`src/rtl/reg_uart_bridge.sv`:
```
// reg_uart_bridge
//   Turns host byte frames from the UART receiver into single register-bus
//   accesses and returns an acknowledge, read data or error code through the
//   UART transmitter.
//
//   Frames:    'W' ADDR D3 D2 D1 D0  -> write, reply 'K'
//              'R' ADDR              -> read,  reply 'K' + 4 data bytes (MSB first)
//                                               or 'T' on read timeout
//              any other first byte  -> reply 'E'
//
// Ports
//   CLK, RST          clock, synchronous active-high reset
//   RX_DATA, RX_VLD   received byte and its one-cycle strobe (no backpressure)
//   TX_DATA, TX_VLD   byte to transmit, held until TX_RDY accepts it
//   TX_RDY            transmitter ready
//   WREN, WADR, WDAT  one-cycle write strobe, byte address, write data
//   RDEN, RADR        one-cycle read strobe, byte address
//   RDAT, RVLD        read data and its valid strobe
//   BUSY              high whenever the bridge is not idle
module reg_uart_bridge #(
  parameter int P_RD_TIMEOUT   = 16,
  parameter int P_BYTE_TIMEOUT = 5_000_000
) (
  input  logic        CLK,
  input  logic        RST,
  input  logic [7:0]  RX_DATA,
  input  logic        RX_VLD,
  output logic [7:0]  TX_DATA,
  output logic        TX_VLD,
  input  logic        TX_RDY,
  output logic        WREN,
  output logic [7:0]  WADR,
  output logic [31:0] WDAT,
  output logic        RDEN,
  output logic [7:0]  RADR,
  input  logic [31:0] RDAT,
  input  logic        RVLD,
  output logic        BUSY
);

  localparam logic [7:0] CMD_W = 8'h57;
  localparam logic [7:0] CMD_R = 8'h52;
  localparam logic [7:0] RSP_K = 8'h4B;
  localparam logic [7:0] RSP_T = 8'h54;
  localparam logic [7:0] RSP_E = 8'h45;

  localparam int BT_W = $clog2(P_BYTE_TIMEOUT + 1);
  localparam int RT_W = $clog2(P_RD_TIMEOUT + 1);

  typedef enum logic [2:0] {
    S_IDLE,
    S_ADDR,
    S_DATA,
    S_WR,
    S_RD_REQ,
    S_RD_WAIT,
    S_RESP
  } state_t;

  state_t state, state_nxt;

  logic            cmd_rd;     // latched command: 1 = read, 0 = write
  logic [7:0]      addr_q;     // write address, published on WADR only with the data
  logic [1:0]      byte_cnt;   // data bytes received so far in a write frame
  logic [23:0]     shift_q;    // first three data bytes, MSB first
  logic [BT_W-1:0] byte_tmr;   // idle cycles since the last byte inside a frame
  logic [RT_W-1:0] rd_tmr;     // cycles spent in RD_WAIT
  logic [39:0]     resp_buf;   // response bytes, next byte to send in [39:32]
  logic [2:0]      resp_left;  // response bytes still to be accepted

  logic is_cmd;
  logic byte_expired;
  logic rd_expired;
  logic tx_fire;

  assign is_cmd       = (RX_DATA == CMD_W) || (RX_DATA == CMD_R);
  assign byte_expired = (byte_tmr == BT_W'(P_BYTE_TIMEOUT));
  assign rd_expired   = (rd_tmr == RT_W'(P_RD_TIMEOUT));
  // Decoded from the state register rather than from TX_VLD to keep the
  // combinational process free of feedback through its own outputs.
  assign tx_fire      = (state == S_RESP) && TX_RDY;

  // Next state and strobes; every output is a decode of registered state,
  // so WREN/RDEN/TX_VLD/TX_DATA change only on the clock edge.
  always_comb begin
    state_nxt = state;
    TX_VLD    = 1'b0;
    WREN      = 1'b0;
    RDEN      = 1'b0;
    BUSY      = 1'b1;
    TX_DATA   = resp_buf[39:32];
    case (state)
      S_IDLE: begin
        BUSY = 1'b0;
        if (RX_VLD) state_nxt = is_cmd ? S_ADDR : S_RESP;
      end
      S_ADDR: begin
        if (RX_VLD)            state_nxt = cmd_rd ? S_RD_REQ : S_DATA;
        else if (byte_expired) state_nxt = S_IDLE;
      end
      S_DATA: begin
        if (RX_VLD) begin
          if (byte_cnt == 2'd3) state_nxt = S_WR;
        end else if (byte_expired) begin
          state_nxt = S_IDLE;
        end
      end
      S_WR: begin
        WREN      = 1'b1;
        state_nxt = S_RESP;
      end
      S_RD_REQ: begin
        RDEN      = 1'b1;
        state_nxt = S_RD_WAIT;
      end
      S_RD_WAIT: begin
        // RVLD arriving on the expiry cycle still produces a data response.
        if (RVLD || rd_expired) state_nxt = S_RESP;
      end
      S_RESP: begin
        TX_VLD = 1'b1;
        if (tx_fire && (resp_left == 3'd1)) state_nxt = S_IDLE;
      end
      default: state_nxt = S_IDLE;
    endcase
  end

  always_ff @(posedge CLK) begin
    if (RST) begin
      state     <= S_IDLE;
      cmd_rd    <= 1'b0;
      addr_q    <= 8'h00;
      byte_cnt  <= 2'd0;
      shift_q   <= 24'h0;
      byte_tmr  <= '0;
      rd_tmr    <= '0;
      resp_buf  <= 40'h0;
      resp_left <= 3'd0;
      WADR      <= 8'h00;
      WDAT      <= 32'h0;
      RADR      <= 8'h00;
    end else begin
      state <= state_nxt;

      // Inter-byte timer only runs while a frame is being collected.
      if (RX_VLD || !((state == S_ADDR) || (state == S_DATA)))
        byte_tmr <= '0;
      else
        byte_tmr <= byte_tmr + 1'b1;

      // Zero on the first RD_WAIT cycle, so expiry lands on cycle P_RD_TIMEOUT.
      if (state == S_RD_WAIT) rd_tmr <= rd_tmr + 1'b1;
      else                    rd_tmr <= '0;

      case (state)
        S_IDLE: begin
          if (RX_VLD) begin
            cmd_rd <= (RX_DATA == CMD_R);
            if (!is_cmd) begin
              resp_buf  <= {RSP_E, 32'h0};
              resp_left <= 3'd1;
            end
          end
        end
        S_ADDR: begin
          if (RX_VLD) begin
            addr_q   <= RX_DATA;
            byte_cnt <= 2'd0;
            if (cmd_rd) RADR <= RX_DATA;
          end
        end
        S_DATA: begin
          if (RX_VLD) begin
            shift_q  <= {shift_q[15:0], RX_DATA};
            byte_cnt <= byte_cnt + 2'd1;
            // WADR/WDAT are only updated together with a complete frame so they
            // hold the last written values while the next frame is collected.
            if (byte_cnt == 2'd3) begin
              WADR <= addr_q;
              WDAT <= {shift_q, RX_DATA};
            end
          end
        end
        S_WR: begin
          resp_buf  <= {RSP_K, 32'h0};
          resp_left <= 3'd1;
        end
        S_RD_WAIT: begin
          if (RVLD) begin
            resp_buf  <= {RSP_K, RDAT};
            resp_left <= 3'd5;
          end else if (rd_expired) begin
            resp_buf  <= {RSP_T, 32'h0};
            resp_left <= 3'd1;
          end
        end
        S_RESP: begin
          if (tx_fire) begin
            resp_buf  <= {resp_buf[31:0], 8'h00};
            resp_left <= resp_left - 3'd1;
          end
        end
        default: ;
      endcase
    end
  end

endmodule

```
`config.mk`:
```
export PLATFORM = sky130hd
export DESIGN_NAME = reg_uart_bridge
export DESIGN_NICKNAME = d
export VERILOG_FILES = /design/src/rtl/reg_uart_bridge.sv
export SDC_FILE = /design/constraint.sdc
export NUM_CORES = 1
export LEC_CHECK = 0
export CAP_MARGIN = 40
export CORE_ASPECT_RATIO = 1.5
export CORE_UTILIZATION = 37
export DETAILED_ROUTE_END_ITERATION = 10
export HOLD_SLACK_MARGIN = 0.02
export SYNTH_ARGS = -nofsm -noshare
export SYNTH_HDL_FRONTEND = slang
export SYNTH_SLANG_ARGS = --single-unit
```
`constraint.sdc`:
```
create_clock -name CLK -period 2.8 [get_ports CLK]
set_clock_uncertainty 0.05 [all_clocks]
set_input_delay 0.56 -clock CLK [delete_from_list [all_inputs] [get_ports CLK]]
set_output_delay 0.56 -clock CLK [all_outputs]
set_load 0.1 [all_outputs]
```
==> results of run 1 <==
-- flip-flops by register name, indices dropped and copies added, names as in the netlist --
register   cells
resp_buf      40
WDAT          32
shift_q       24
byte_tmr      23
RADR           8
WADR           8
addr_q         8
rd_tmr         5
resp_left      3
state          3
byte_cnt       2
cmd_rd         1
-- layout make-up --
class / count / area, um2
fill: 1699 / 8665
sequential: 157 / 3143
multi-input combinational: 539 / 2833
timing repair buffer: 135 / 1171
clock buffer: 19 / 452.9
tap: 210 / 262.8
clock inverter: 13 / 118.9
inverter: 12 / 45.04
-- metrics by stage --
step | utilization | total power, W | hold WS (ps)
after floorplan | - | 0.004238 | 379.7
after global placement | 0.4466 | 0.004724 | 389.8
after detailed placement | 0.4466 | 0.004743 | 394.0
after CTS | 0.4809 | 0.006977 | 404.2
after global routing | 0.4809 | 0.007308 | 420.8
final | 0.4809 | 0.006897 | 404.5
-- cells in the final DEF, fill, tap and decap left out, types with 9 or more instances in the layout --
master           netlist  routed
xor2_1                15      15
dfxtp_1              157     157
inv_1                 12      12
clkbuf_16              0      17
nor3_1                30      30
nand2_1              176     176
nand3_1               21      21
buf_4                 11      88
clkdlybuf4s50_1        0      43
a21oi_1               95      95
a221oi_1              24      24
a22oi_1                9       9
nor2_1                79      79
-- report_power, final --
part / leakage, nW / total (W) / switching [W] / internal (W)
Clock: 0.278 / 0.00222 / 0.00100 / 0.00122
Combinational: 1.36 / 0.00198 / 0.00124 / 0.000734
Sequential: 1.27 / 0.00270 / 0.000195 / 0.00250
Total: 2.91 / 0.00690 / 0.00244 / 0.00446
-- per-layer routing --
metal / GRT usage / up-vias / routed length, um
met5: 0 / - / 0
met4: 0.06572 / 0 / 242
met3: 0.04173 / 20 / 628
met2: 0.3067 / 109 / 7759
met1: 0.2147 / 2500 / 6593
li1: - / 2809 / -
-- worst paths after layout --
| kind | from | to | slack (ps) | cells after the start |
|---|---|---|---|---|
| min | WDAT[28] | WDAT[28] | 400 | 2 |
| max reg2reg | state[0] | resp_buf[34] | 510 | 6 |
| min reg2reg | WDAT[28] | WDAT[28] | 400 | 2 |
| max | state[1] | WREN | 180 | 4 |
-- critical path, cell delays in order, from the launching register on --
cell and delay [ps]:
dfxtp_1 590, buf_4 240, nand2_1 70, nor2_1 330, buf_4 360
-- cells by family after synthesis --
family,count (synthesis)
simple gates,354
flops,157
compound gates,153
buf+inv,72
xor+xnor,23
fa+ha+maj,7
mux,2
==> impl_results.md, run 1 <==
* Clock sink count at 157
* Hold bufs inserted after CTS at 0
* Synth unique cells at 51
* DP HPWL at 10.32 mm
* Worst Setup Slack post-DPL at 127.9 ps
* Post-Synth XOR/XNOR Area at 0.03201
* Post-Synth Adder-Cell Area at 0.01392
* Die ar. at 17550 um2
* Root buffer cell: clkbuf_16
* Post-synthesis simple-gate area fraction at 0.2465
* Leakage power at 2.913 nW
* Max-slew violation count at 0
* DRT Pass-1 Iters at 4
* H-tree Lvls at 4
* Clk buf depth at 2
* Post-synthesis compound-gate area fraction at 0.1541
* Post-synth EDFFs at 0
* Number of nets with antenna violations after routing at 0
* Worst skew pair latency at 420 ps
* Post-Synthesis Cells at 768
* Final GP Congestion at 0.7549
* Fin nets at 914
* Post-DP Area at 7455 um2
* Worst-path clk slew at 70 ps
* Req. time, crit path at 2190 ps
* Setup ws final at 178.2 ps
* Initial cell density of the core at 0.3771
* Largest net degree at the start of global routing at 75
* Top cells by area, synth: dfxtp_1 (50%), nand2_1 (10%), a21oi_1 (7.6%)
* Peak VDD IR at 416.7 uV
* Worst Setup Start Kind: flip-flop
* Crit path max fanout at 11
* Syn nets at 820
* FMAX at 0.3814 GHz
* Antenna violations before repair at 0
* TNS Setup at 0 ps
* Crit. End Element: output pin
* Number of global-route vias before repair at 5106
* Slew headroom at 0.4441
* Inserted Diodes at 0
* Largest family of logic cells by synthesized area: simple AND/OR/NAND/NOR gates
* Die H at 161.7 um
* Data arrival, critical path at 2010 ps
* Setup violations, final at 0
* Yosys warnings at 0
* Drc violations at 0
* Crit Path Category: flip-flop to output pin
* First-pass GRT wire length at 24.85 mm
* Placed cells at 1053
* Pwr dens at 859.3 nW/um2
* Core Footprint at 16690 um2
* Vias per inst at 5.012
* Post-CTS setup buffer count at 0
* Prevailing post-synth register cell: dfxtp_1
* Post-CTS sizing at 0
* Grt ovf at 0
* Tcrit/Tclk final at 0.9364
* Row count at 58
* Top cells by count, synth: nand2_1 (176), dfxtp_1 (157), a21oi_1 (95)
* Tightest Pin Transition at 833.9 ps
* Final Cell Area at 8026 um2
* Synth-to-layout area growth at 27.53%
* WL final at 15.22 mm
* Die X at 108.5 um
* Share of cells above drive strength 1 at 0.1474
* Hold WC Path Type: flip-flop to flip-flop
* Total GRT Usage at 0.1789
* Syn Area/Cell at 8.195 um2
* RSZ-0062 raised after global routing: no
* CTS Buf Count at 17
* Fin cells at 1085
* IO Port Bufs at 104
* Max-Cap Viols at 0
* Vias at 5438
* Final hold violation count at 0
* Cell Area, Synth at 6294 um2
* Most frequent cell after synthesis: nand2_1
* Synth top area share at 0.4994
* TritonCTS clock tree: built
* FFs w/ async S/R, synth at 0
* Min Tclk post-route at 2622 ps
* Post-synthesis sequential area ratio at 0.4994
* #FFs+latches synth at 157
* Post-synth top area cell: dfxtp_1
* Routed wire per std cell at 14.03 um
* Io pins at 105
* Number of DRC markers in iteration 0 at 317
* Status: complete, no violations
* Post-synthesis mux area share at 0.003181
Power figures use the tool's default switching activity.
==> run 2: changes to the inputs <==
--- a/config.mk
+++ b/config.mk
@@ -5,10 +5,10 @@
 export SDC_FILE = /design/constraint.sdc
 export NUM_CORES = 1
 export LEC_CHECK = 0
-export CAP_MARGIN = 40
 export CORE_ASPECT_RATIO = 1.5
 export CORE_UTILIZATION = 37
 export DETAILED_ROUTE_END_ITERATION = 10
+export DONT_BUFFER_PORTS = 1
 export HOLD_SLACK_MARGIN = 0.02
 export SYNTH_ARGS = -nofsm -noshare
 export SYNTH_HDL_FRONTEND = slang
==> impl_results.md, run 2 (synthesized netlist as in run 1, its figures left out) <==
* Crit Path Category: flip-flop to output pin
* Hold bufs inserted after CTS at 0
* Final Cell Area at 7199 um2
* Total GRT Usage at 0.1723
* Die ar. at 17550 um2
* Slew headroom at 0.2879
* Pwr dens at 947.1 nW/um2
* Inserted Diodes at 0
* Grt ovf at 0
* Switching share of total power at 0.3428
* Status: complete, no violations
* CP peak stage delay at 880 ps
* Post-CTS sizing at 0
* Min Tclk post-route at 2679 ps
* DRT Pass-1 Iters at 5
* Part of the power in registers at 0.398
* Crit. End Element: output pin
* Post-DP Area at 6605 um2
* Crit path max fanout at 18
* Number of nets with antenna violations after routing at 0
* Data arrival, critical path at 2070 ps
* Fin nets at 816
* Reg-to-reg startpoint: state[1]
* Row count at 58
* Number of global-route vias before repair at 4761
* Layout fillers at 1695
* Worst Setup SP: state[1]
* Largest net degree at the start of global routing at 134
* Core Footprint at 16690 um2
* TNS Setup at 0 ps
* TritonCTS clock tree: built
* Root buffer cell: clkbuf_16
* Final hold violation count at 0
* Max-Cap Viols at 0
* Biggest register: resp_buf
* Die H at 161.7 um
* Worst skew pair latency at 420 ps
* Worst-path clk slew at 70 ps
* Min-delay src: RST
* Clock network power share at 0.339
* Most frequent cells in the layout: nand2_1 (176), dfxtp_1 (157), a21oi_1 (95), nor2_1 (77), buf_4 (34)
* Psw at 0.002338 W
* Tcrit/Tclk final at 0.9568
* Leakage power at 2.450 nW
* Post-CTS setup buffer count at 0
* DP HPWL at 9.660 mm
* Fin cells at 987
* Worst Setup Start Kind: flip-flop
* Final GP Congestion at 0.8102
* Routed wire per std cell at 14.85 um
* Setup ws final at 121.1 ps
* CTS Buf Count at 17
* Clk buf depth at 2
* First-pass GRT wire length at 23.79 mm
* Combinational power share at 0.264
* Worst Setup Slack post-DPL at 473.7 ps
* Regs by FF count: resp_buf x40, WDAT x32, shift_q x24
* Most common cell after layout, fill and taps aside: nand2_1
* Int Pwr at 0.004481 W
* Die X at 108.5 um
* CP Cell Sequence: nor2_2 -> and2_1
* Drc violations at 0
* Clock sink count at 157
* Placed cells at 955
* Setup violations, final at 0
* Vias per inst at 5.211
* FMAX at 0.3733 GHz
* RSZ-0062 raised after global routing: no
* Req. time, crit path at 2190 ps
* Io pins at 105
* Number of DRC markers in iteration 0 at 349
* Synth-to-layout area growth at 14.39%
* Worst path slowest cell: and2_1
* IO Port Bufs at 0
* Share of cells above drive strength 1 at 0.09910
* Max-slew violation count at 0
* Tightest Pin Transition at 1068 ps
* Antenna violations before repair at 0
* Hold WC Path Type: primary input to flip-flop
* Peak VDD IR at 751.0 uV
* Largest register FFs at 40
* Min Hold Slack at 178.2 ps
* H-tree Lvls at 4
* Vias at 5143
* WL final at 14.66 mm
* Initial cell density of the core at 0.3771
## run 2: changes by cell type in the layout (fill, tap and decap cells not counted), sizes merged
| cell | delta |
|---|---|
| clkdlybuf4s50 | -43 |
| buf | -55 |
| inv | -4 |
| clkbuf | -1 |
| bufinv | +2 |
| clkinvlp | +3 |
## run 2: power by group through the flow
stage / Sequential (W) / Clock, W / Combinational [W]
after floorplan: 0.00266 / 0 / 0.00158
after global placement: 0.00275 / 0 / 0.00180
after detailed placement: 0.00276 / 0 / 0.00181
after CTS: 0.00271 / 0.00237 / 0.00182
after global routing: 0.00275 / 0.00244 / 0.00199
final: 0.00271 / 0.00231 / 0.00180
## run 2: area by class of cell
cell class                      count  area [um2]  share of cell area
Sequential cell                   157        3143              0.4366
Multi-Input combinational cell    539        2839              0.3943
Clock buffer                       18       439.2             0.06100
Timing Repair Buffer               37       315.3             0.04380
Tap cell                          210       262.8             0.03650
Clock inverter                     14       155.1             0.02155
Inverter                           12       45.04            0.006257
## run 2: path summary, 6_finish.rpt
kind	end	slack, ps	cells after the start
worst max register to register	resp_buf[32]	470	6
worst min register to register	WDAT[24]	400	2
worst max-delay path	RDEN	120	2
worst min-delay path	WDAT[18]	180	1
## run 2: per-layer routing
metal,GRT usage,vias to the layer above,share of wire
met1,0.1991,2408,0.42
met2,0.2946,109,0.51
li1,-,2616,-
met3,0.05698,10,0.061
met4,0.05774,0,0.011
met5,0,-,0
## run 2: critical path: cells and delay by family (launching register included)
kind,cells,cell delay (ps)
and+or+nand+nor,2,1170
DFF,1,490
## run 2: metrics by stage
step           power, W    util
2_1_floorplan  0.004238       -
4_1_cts        0.006895  0.4313
3_3_place_gp   0.004552  0.3957
6_report       0.006819  0.4313
3_5_place_dp   0.004569  0.3957
5_1_grt        0.007184  0.4313
